==> config.mk <==
export PLATFORM = sky130hd
export DESIGN_NAME = vga_fb_arbiter
export DESIGN_NICKNAME = d
export VERILOG_FILES = /design/src/rtl/vga_fb_pkg.sv /design/src/rtl/vga_fb_fifo.sv /design/src/rtl/vga_fb_arbiter.sv
export SDC_FILE = /design/constraint.sdc
export NUM_CORES = 1
export LEC_CHECK = 0
export CAP_MARGIN = 20
export CORE_MARGIN = 4
export CORE_UTILIZATION = 40
export DETAILED_ROUTE_END_ITERATION = 10
export GPL_TIMING_DRIVEN = 0
export SLEW_MARGIN = 20
export SYNTH_ARGS = -nofsm -noshare
export SYNTH_HDL_FRONTEND = slang
export SYNTH_SLANG_ARGS = --single-unit
==> constraint.sdc <==
create_clock -name OSC_50 -period 3.4 [get_ports OSC_50]
set_input_delay 0.68 -clock OSC_50 [delete_from_list [all_inputs] [get_ports OSC_50]]
set_output_delay 0.68 -clock OSC_50 [all_outputs]
set_load 0.02 [all_outputs]
==> src/rtl/vga_fb_pkg.sv <==
// Shared constants and types for the VGA frame-buffer arbiter.
package vga_fb_pkg;

  localparam int FB_ADDR_W      = 15;     // frame-buffer word address width
  localparam int FB_DATA_W      = 16;     // pixels per word, RAM data width
  localparam int FB_FRAME_WORDS = 19200;  // 640*480/16 words per frame
  localparam int LINE_WORDS     = 40;     // words per 640-pixel scan line

  // Names the RAM operation that goes out on the memory port next cycle
  typedef enum logic [1:0] {
    IDLE  = 2'd0,
    FETCH = 2'd1,
    WRITE = 2'd2
  } grant_t;

endpackage

==> src/rtl/vga_fb_fifo.sv <==
// Show-ahead prefetch FIFO: the head word is visible without a pop, and
// reads as zero while empty. A flush empties it in one cycle and wins
// over a simultaneous push.
module vga_fb_fifo #(
  parameter int DATA_W = 16,
  parameter int DEPTH  = 4,
  localparam int PTR_W = $clog2(DEPTH),
  localparam int CNT_W = $clog2(DEPTH + 1)
) (
  input  logic              clk,
  input  logic              rst_n,
  input  logic              push,
  input  logic [DATA_W-1:0] push_data,
  input  logic              pop,
  input  logic              flush,
  output logic [DATA_W-1:0] head_data,
  output logic [CNT_W-1:0]  count,
  output logic              empty
);

  logic [DATA_W-1:0] mem [DEPTH];
  logic [PTR_W-1:0]  rd_ptr_reg;
  logic [PTR_W-1:0]  wr_ptr_reg;
  logic [CNT_W-1:0]  count_reg;
  logic              do_pop;

  // A pop against an empty FIFO is ignored here; the caller flags it
  assign do_pop = pop & (count_reg != '0);

  // Pointer and occupancy bookkeeping
  always_ff @(posedge clk or negedge rst_n) begin
    if (!rst_n) begin
      rd_ptr_reg <= '0;
      wr_ptr_reg <= '0;
      count_reg  <= '0;
    end else if (flush) begin
      rd_ptr_reg <= '0;
      wr_ptr_reg <= '0;
      count_reg  <= '0;
    end else begin
      if (push)
        wr_ptr_reg <= wr_ptr_reg + 1'b1;
      if (do_pop)
        rd_ptr_reg <= rd_ptr_reg + 1'b1;
      case ({push, do_pop})
        2'b10:   count_reg <= count_reg + 1'b1;
        2'b01:   count_reg <= count_reg - 1'b1;
        default: count_reg <= count_reg;
      endcase
    end
  end

  // Word storage; contents need no reset because empty masks the head
  always_ff @(posedge clk) begin
    if (push && !flush)
      mem[wr_ptr_reg] <= push_data;
  end

  assign empty     = (count_reg == '0);
  assign count     = count_reg;
  assign head_data = empty ? '0 : mem[rd_ptr_reg];

endmodule

==> src/rtl/vga_fb_arbiter.sv <==
// Frame-buffer port arbiter: shares one single-port RAM between VGA
// scan-out prefetch and a host writer. Grant in cycle N, RAM op on MEM_*
// in N+1, read data pushed into the prefetch FIFO in N+2.
// Optional feature: define FB_ARB_STARVE_EN to bound host write latency
// once the FIFO holds at least one word.
module vga_fb_arbiter
  import vga_fb_pkg::*;
#(
  parameter int ADDR_W      = FB_ADDR_W,
  parameter int DATA_W      = FB_DATA_W,
  parameter int FRAME_WORDS = FB_FRAME_WORDS,
  parameter int FIFO_DEPTH  = 4,
  parameter int LOW_WATER   = 2,
  parameter int STARVE_MAX  = 8
) (
  input  logic              OSC_50,
  input  logic              RST_N,
  input  logic              FRAME_START,
  input  logic              POP,
  output logic [DATA_W-1:0] POP_DATA,
  output logic              FIFO_EMPTY,
  output logic              UNDERRUN,
  input  logic              WR_VALID,
  output logic              WR_READY,
  input  logic [ADDR_W-1:0] WR_ADDR,
  input  logic [DATA_W-1:0] WR_DATA,
  output logic              MEM_EN,
  output logic              MEM_WE,
  output logic [ADDR_W-1:0] MEM_ADDR,
  output logic [DATA_W-1:0] MEM_WDATA,
  input  logic [DATA_W-1:0] MEM_RDATA
);

  localparam int CNT_W  = $clog2(FIFO_DEPTH + 1);
  localparam int FILL_W = $clog2(FIFO_DEPTH + 3);

  grant_t            state_reg;
  grant_t            grant_next;
  logic              mem_en_reg;
  logic              mem_we_reg;
  logic [ADDR_W-1:0] mem_addr_reg;
  logic [DATA_W-1:0] mem_wdata_reg;
  logic [ADDR_W-1:0] fetch_addr_reg;
  logic              rd_data_reg;        // read data is on MEM_RDATA this cycle
  logic              rd_data_stale_reg;  // that data belongs to an abandoned frame
  logic              underrun_reg;

  logic [CNT_W-1:0]  fifo_count;
  logic              fifo_empty;
  logic              fifo_push;
  logic              rd_bus;
  logic [1:0]        inflight;
  logic [FILL_W-1:0] fill;
  logic              fetch_ok;
  logic              starve;

  // A read on the bus and a read returning data both hold a FIFO slot
  assign rd_bus   = (state_reg == FETCH);
  assign inflight = {1'b0, rd_bus} + {1'b0, rd_data_reg};
  assign fill     = FILL_W'(fifo_count) + FILL_W'(inflight);
  assign fetch_ok = (fill < FILL_W'(FIFO_DEPTH)) &&
                    (fetch_addr_reg < ADDR_W'(FRAME_WORDS));

`ifdef FB_ARB_STARVE_EN
  localparam int SW = $clog2(STARVE_MAX + 1);
  logic [SW-1:0] wait_cnt_reg;

  assign starve = (wait_cnt_reg == SW'(STARVE_MAX)) && (fifo_count != '0);

  // Count cycles the host has been refused; saturates at the limit
  always_ff @(posedge OSC_50 or negedge RST_N) begin
    if (!RST_N)
      wait_cnt_reg <= '0;
    else if (!WR_VALID || WR_READY)
      wait_cnt_reg <= '0;
    else if (wait_cnt_reg != SW'(STARVE_MAX))
      wait_cnt_reg <= wait_cnt_reg + 1'b1;
  end
`else
  assign starve = 1'b0;
`endif

  // Grant priority: urgent refill, then host write, then opportunistic refill
  always_comb begin
    grant_next = IDLE;
    if (FRAME_START)
      grant_next = IDLE;
    else if (fetch_ok && (fill < FILL_W'(LOW_WATER)) && !starve)
      grant_next = FETCH;
    else if (WR_VALID)
      grant_next = WRITE;
    else if (fetch_ok)
      grant_next = FETCH;
  end

  assign WR_READY = (grant_next == WRITE);

  // Grant FSM with registered memory-port outputs
  always_ff @(posedge OSC_50 or negedge RST_N) begin
    if (!RST_N) begin
      state_reg     <= IDLE;
      mem_en_reg    <= 1'b0;
      mem_we_reg    <= 1'b0;
      mem_addr_reg  <= '0;
      mem_wdata_reg <= '0;
    end else begin
      state_reg  <= grant_next;
      mem_en_reg <= (grant_next != IDLE);
      mem_we_reg <= (grant_next == WRITE);
      case (grant_next)
        FETCH: mem_addr_reg <= fetch_addr_reg;
        WRITE: begin
          mem_addr_reg  <= WR_ADDR;
          mem_wdata_reg <= WR_DATA;
        end
        default: mem_addr_reg <= mem_addr_reg;
      endcase
    end
  end

  // Scan-out address; stops at the frame end until the next frame start
  always_ff @(posedge OSC_50 or negedge RST_N) begin
    if (!RST_N)
      fetch_addr_reg <= '0;
    else if (FRAME_START)
      fetch_addr_reg <= '0;
    else if (grant_next == FETCH)
      fetch_addr_reg <= fetch_addr_reg + 1'b1;
  end

  // Track read data arrival; a read on the bus at frame start turns stale
  always_ff @(posedge OSC_50 or negedge RST_N) begin
    if (!RST_N) begin
      rd_data_reg       <= 1'b0;
      rd_data_stale_reg <= 1'b0;
    end else begin
      rd_data_reg       <= rd_bus;
      rd_data_stale_reg <= FRAME_START;
    end
  end

  // Sticky underrun flag, cleared only at frame start
  always_ff @(posedge OSC_50 or negedge RST_N) begin
    if (!RST_N)
      underrun_reg <= 1'b0;
    else if (FRAME_START)
      underrun_reg <= 1'b0;
    else if (POP && fifo_empty)
      underrun_reg <= 1'b1;
  end

  assign fifo_push = rd_data_reg & ~rd_data_stale_reg;

  vga_fb_fifo #(
    .DATA_W (DATA_W),
    .DEPTH  (FIFO_DEPTH)
  ) u_fifo (
    .clk       (OSC_50),
    .rst_n     (RST_N),
    .push      (fifo_push),
    .push_data (MEM_RDATA),
    .pop       (POP),
    .flush     (FRAME_START),
    .head_data (POP_DATA),
    .count     (fifo_count),
    .empty     (fifo_empty)
  );

  assign FIFO_EMPTY = fifo_empty;
  assign UNDERRUN   = underrun_reg;
  assign MEM_EN     = mem_en_reg;
  assign MEM_WE     = mem_we_reg;
  assign MEM_ADDR   = mem_addr_reg;
  assign MEM_WDATA  = mem_wdata_reg;

endmodule

==> out/metrics.cfg, run 1 <==
[run_status]
status = completed

[cts]
clk_pin_slew_worst_paths_ns = 0.06
cts_tree = yes
cts_sinks = 124
cts_htree_levels = 4
clk_latency_ns = 0.41
cts_buffers = 17
cts_buffer_depth = 2
root_buffer = clkbuf_16
cts_hold_buf = 0

[yosys]
yosysMostFrequentCell = edfxtp_1
synth-seq-cells = 124
synth.distinct_cells = 35
synthTopCellsByCount = 64 x edfxtp_1, 60 x dfrtp_1, 35 x nor2_1, 23 x a21oi_1, 20 x and2_1
async_flop_share_pct = 48.4
synth_edf_count = 64
synth_warnings = 0
synth_ff_type = edfxtp_1
synth.top_cell.area_share_pct = 36.5
avgSynthCellArea_um2 = 14.8
synthesis.nets = 419
synth.area.top_cells = edfxtp_1 36%, dfrtp_1 29%, mux4_2 6.8%, mux2i_1 3.4%, mux2_2 3.4%
synthCells = 355
synth_top_area_cell = edfxtp_1
yosysSeqAreaShare_pct = 65.0
syn-cell-area_um2 = 5270

[floorplanning]
io_pins = 104
start_util_pct = 41.2
die_x_um = 123
rows = 41
core-area_um2 = 12800
fp.dieH_um = 123
die_area_um2 = 15100

[global_route]
gr-usage-all-layers_pct = 16.0
grt_pass1_wl_mm = 17.8
grt_pass1_vias = 3451
grt_max_degree = 33
antenna_found_initial = 0
overflow = 0

[timing]
fin_crit_ns = 3.21
rsz0062_at_grt = no
fmax_mhz = 311
fin_skew_ns = 0.00623
tightestPinTransition_ns = 0.926
slew_headroom_pct = 38.3
setup_tns_ns = 0
finalCritPeriodShare_pct = 94.4
hold_viol = 0
slew_violations = 0
setup_viol = 0

[power_and_ir_drop]
pwr-share-clk_pct = 27.5
power_w = 0.00574
power_switching_w = 0.00188
internal_power_w = 0.00386
combPwrFrac_pct = 37.3
p_seq_share_pct = 35.2
p_per_area_nw_per_um2 = 814
switching_share_pct = 32.8
ir_drop_v = 0.000449
leakagePower_nw = 2.65

[cells_and_area]
top_register = u_fifo.mem
largest_reg_flops = 64
instances_no_fill = 663
nets = 542
area_growth_pct = 33.9
antennaDiodeCount = 0
fin_area_um2 = 7050
drive_above_1_share_pct = 17.7

[setup_path]
cp-start-kind = flip-flop
crit_path_max_fanout = 2
endpoint_kind = primary output
critPathKind = flip-flop to primary output
crit_required_ns = 2.72
critPathArrivalTime_ns = 2.53
rrSetupSlack_ns = 0.19

[detailed_routing]
drc_errors = 0
detail_route.iter0.violations = 163
first_pass_iters = 4
routed_via_density = 4.89
wirelength_mm = 11.1
ant_nets = 0
vias = 3239
wire_per_inst_um = 16.7

[placed_design]
routabilityCongestion = 0.712
numPortBuffers = 102
dp.cells = 630
dp_hpwl_mm = 7.59
place_area_um2 = 6520

[worst_hold_path]
holdCritPathClass = input pin to async pin

[run]
maxCapViolations = 0

[cells by family (layout without fill, tap and decap cells)]
group	count (synthesis)	in the layout	share of synthesized area [%]
and+or+nand+nor	90	90	9.45
DFF	124	124	65.0
buffers and inverters	28	164	2.64
adders and majority gates	12	12	2.99
AOI/OAI and AO/OA	35	35	3.59
muxes	50	50	13.7
xor gates and xnor gates	16	16	2.66
[critical path, cell delays in order (launching register included)]
cell      delay, ns
dfrtp_1        0.35
nor2b_2        0.15
ha_1           0.27
a21o_1         0.18
ha_1           0.19
xnor2_1        0.13
o211ai_1       0.15
a211o_1        0.29
ha_1           0.23
buf_2          0.17
[worst paths after layout]
check | from | endpoint | cells after the start
worst max register to register | state_reg[0] | fetch_addr_reg[12] | 14
max in group asynchronous | RST_N | u_fifo.count[1] | 2
worst max-delay path | state_reg[0] | WR_READY | 9
worst min-delay path | RST_N | MEM_ADDR[4] | 1
worst min register to register | state_reg[1] | rd_data_reg | 1
min in group OSC_50 | state_reg[1] | rd_data_reg | 1
[power groups by stage]
stage / Clock [W] / Combinational, W / Sequential, W
after floorplan: 0 / 0.000997 / 0.00226
after global placement: 0 / 0.00212 / 0.00203
after detailed placement: 0 / 0.00215 / 0.00204
after CTS: 0.00161 / 0.00218 / 0.00202
after global routing: 0.00169 / 0.00233 / 0.00206
final: 0.00158 / 0.00214 / 0.00202
[final cells by class]
type,instances,area [µm²]
Fill cell,1095,5720
Timing Repair Buffer,104,1040
Clock inverter,12,76.3
Sequential cell,124,3420
Buffer,20,110
Inverter,8,30.0
Tap cell,172,215
Clock buffer,20,447
Multi-Input combinational cell,203,1710
[layer usage]
layer	share of wire [%]	global-route usage, %	vias up
met5	0	0	-
met4	1.6	6.51	0
met3	7.4	7.05	18
met2	48	25.0	90
met1	43	19.4	1598
li1	-	-	1533
[repair_timing]
item	CTS	global route
pin swaps	1	1
setup buffers	1	0
setup endpoints to repair	1	14
gates resized for setup	5	5
[per-stage QoR]
| stage | utilization, % | worst slack (ns) | hold slack, ns |
|---|---|---|---|
| floorplan | - | 0.658 | 0.384 |
| global placement | 50.9 | -0.360 | 0.399 |
| detailed placement | 51.1 | 0.0320 | 0.413 |
| CTS | 55.2 | 0.0311 | 0.186 |
| global route | 55.2 | 0.0135 | 0.202 |
| finish | 55.2 | 0.190 | 0.190 |
[cell usage in the layout (no fill, tap or decap), types with 4 or more instances in the layout]
cell	count
xor2_1	7
clkbuf_1	11
clkinv_2	6
clkinvlp_4	5
xnor2_1	9
dfrtp_1	60
and2_1	20
nand3_1	4
or3_1	4
mux4_2	16
inv_1	7
o21ai_0	6
nor4_2	5
nor2_1	35
clkbuf_16	17
ha_1	11
edfxtp_1	64
a21oi_1	23
nand2_1	10
mux2_2	16
buf_2	7
mux2i_1	18
clkdlybuf4s50_1	100
No activity file was read; power rests on OpenSTA's default activity.
==> run 2, diff against run 1 <==
- CORE_MARGIN: 4 -> 2
==> out/metrics.cfg, run 2 (synthesis results as in run 1) <==
[run_status]
status = completed  ; unchanged

[setup_path]
critPathKind = flip-flop to primary output  ; unchanged
crit_path_max_fanout = 2  ; unchanged
crit_required_ns = 2.72  ; about the same
rr_worst_depth = 14  ; unchanged
cp-start-kind = flip-flop  ; unchanged
r2r_start = state_reg[0]  ; unchanged
rrSetupSlack_ns = 0.28  ; was 0.19 ns
startpoint = state_reg[0]  ; unchanged
endpoint_kind = primary output  ; unchanged
critPathArrivalTime_ns = 2.54  ; was 2.53 ns
r2r_end = fetch_addr_reg[8]  ; was fetch_addr_reg[12]

[floorplanning]
io_pins = 104  ; unchanged
core-area_um2 = 12700  ; was 12,800 µm²
fp.dieH_um = 119  ; was 123 µm
rows = 41  ; unchanged
start_util_pct = 41.4  ; was 41.2%
die_area_um2 = 14100  ; was 15,100 µm²
die_x_um = 119  ; was 123 µm

[global_route]
grt_max_degree = 40  ; was 33
gr-usage-all-layers_pct = 16.8  ; was 16.0%
grt_pass1_vias = 3515  ; was 3,451
grtUsageMet3_pct = 5.60  ; was 7.05%
grt_pass1_wl_mm = 18.2  ; was 17.8 mm
top_usage_layer = met2  ; unchanged
use_met2_pct = 25.7  ; was 25.0%
grtUsageMet1_pct = 22.0  ; was 19.4%
antenna_found_initial = 0  ; unchanged
overflow = 0  ; unchanged

[cells_and_area]
area_growth_pct = 35.5  ; was 33.9%
final_cell_mix = 100 x clkdlybuf4s50_1, 64 x edfxtp_1, 60 x dfrtp_1  ; unchanged
nets = 543  ; was 542
drive_above_1_share_pct = 18.9  ; was 17.7%
nFillCells = 1102  ; was 1,095
largest_reg_flops = 64  ; unchanged
instances_no_fill = 664  ; was 663
multi_input_area_um2 = 1750  ; was 1710 µm²
top_register = u_fifo.mem  ; unchanged
final_core_util_pct = 56.1  ; was 55.2%
layout_commonest_cell = clkdlybuf4s50_1  ; unchanged
register_area_um2 = 3420  ; unchanged
antennaDiodeCount = 0  ; unchanged

[detailed_routing]
wire_per_inst_um = 16.2  ; was 16.7 µm
ant_nets = 0  ; unchanged
vias = 3258  ; was 3,239
wirelength_mm = 10.8  ; was 11.1 mm
detail_route.iter0.violations = 165  ; was 163
drc_errors = 0  ; unchanged
routed_via_density = 4.91  ; was 4.89
first_pass_iters = 5  ; was 4

[cts]
root_buffer = clkbuf_16  ; unchanged
cts_hold_buf = 0  ; unchanged
clk_pin_slew_worst_paths_ns = 0.06  ; about the same
cts_buffer_depth = 2  ; unchanged
cts_sinks = 124  ; unchanged
cts_tree = yes  ; unchanged
clk_latency_ns = 0.41  ; about the same
cts_htree_levels = 4  ; unchanged
cts_buffers = 17  ; unchanged

[power_and_ir_drop]
combPwrFrac_pct = 36.9  ; was 37.3%
pwr-share-clk_pct = 28.4  ; was 27.5%
p_seq_share_pct = 34.7  ; was 35.2%
power_w = 0.00585  ; was 0.00574 W
switching_share_pct = 32.7  ; was 32.8%
ir_drop_v = 0.000451  ; was 0.000449 V
power_switching_w = 0.00191  ; was 0.00188 W
internal_power_w = 0.00394  ; was 0.00386 W
leakagePower_nw = 2.66  ; was 2.65 nW
p_per_area_nw_per_um2 = 820  ; was 814 nW/µm²

[placed_design]
dp.cells = 630  ; unchanged
place_ws_ns = -0.130  ; was 0.0320 ns
numPortBuffers = 102  ; unchanged
dp_hpwl_mm = 7.32  ; was 7.59 mm
routabilityCongestion = 0.754  ; was 0.712

[timing]
fmax_mhz = 310  ; was 311 MHz
hold_viol = 0  ; unchanged
slew_violations = 0  ; unchanged
setup_viol = 0  ; unchanged
slew_headroom_pct = 41.1  ; was 38.3%
tightestPinTransition_ns = 0.884  ; was 0.926 ns
fin_skew_ns = 0.00584  ; was 0.00623 ns
worst_hold_slack_ns = 0.156  ; was 0.190 ns
rsz0062_at_grt = no  ; unchanged
setup_slack_ns = 0.179  ; was 0.190 ns
fin_crit_ns = 3.22  ; was 3.21 ns
finalCritPeriodShare_pct = 94.7  ; was 94.4%

[worst_hold_path]
holdCritPathClass = input pin to async pin  ; unchanged

[run]
maxCapViolations = 0  ; unchanged

## run 2: cell types whose count changed in the layout (fill, tap and decap cells not counted), moves of 2 or more
cell	previous run	this run
clkinv_2	6	3
ha_2	0	2
ha_1	11	8
clkinvlp_4	5	7
## run 2: metrics by stage
stage                     cell area, µm²  setup TNS (ns)
after global placement              6500          -23.96
after CTS                           7100               0
after detailed placement            6520          -0.130
after floorplan                     5270               0
after global routing                7140               0
final                               7140               0
## run 2: timing repair
item | in CTS | in global routing
setup endpoints to repair | 1 | 20
pin swaps | 3 | 5
endpoints found under the hold margin | 0 | 0
setup buffers | 2 | 0
resized for setup | 8 | 10
## run 2: worst max path at each step
stage                           end  slack, ns  cells past startpoint
2_1_floorplan    fetch_addr_reg[12]       0.66                     13
3_3_place_gp   u_fifo.rd_ptr_reg[1]      -0.40                      1
3_5_place_dp               WR_READY      -0.13                     10
4_1_cts                 POP_DATA[6]       0.05                      5
5_1_grt                    WR_READY      0.008                      9
6_report                   WR_READY       0.18                      9
## run 2: power by group through the flow
| stage | clock network [W] | registers [W] | logic [W] |
|---|---|---|---|
| floorplan | 0 | 0.00226 | 0.000997 |
| global placement | 0 | 0.00203 | 0.00211 |
| detailed placement | 0 | 0.00205 | 0.00214 |
| CTS | 0.00170 | 0.00203 | 0.00217 |
| global route | 0.00177 | 0.00207 | 0.00237 |
| finish | 0.00166 | 0.00203 | 0.00216 |
## run 2: cell type report
type | count | share of cell area [%]
Multi-Input combinational cell | 203 | 24.5
Clock buffer | 18 | 6.01
Timing Repair Buffer | 105 | 14.8
Sequential cell | 124 | 48.0
Clock inverter | 14 | 1.74
Buffer | 20 | 1.54
Inverter | 8 | 0.421
Tap cell | 172 | 3.02
## run 2: metal layers
layer	routed length, µm	vias to the layer above
met5	0	-
met4	166	0
met3	559	15
met2	5200	89
met1	4850	1621
li1	-	1533
## run 2: worst max-delay path, stage by stage, from the launching register on
cell and delay, ns:
dfrtp_1 0.35, nor2b_2 0.16, ha_1 0.26, a21o_1 0.16, ha_2 0.18, xnor2_2 0.17, o211ai_1 0.18, a211o_1 0.33
ha_2 0.21, buf_6 0.13
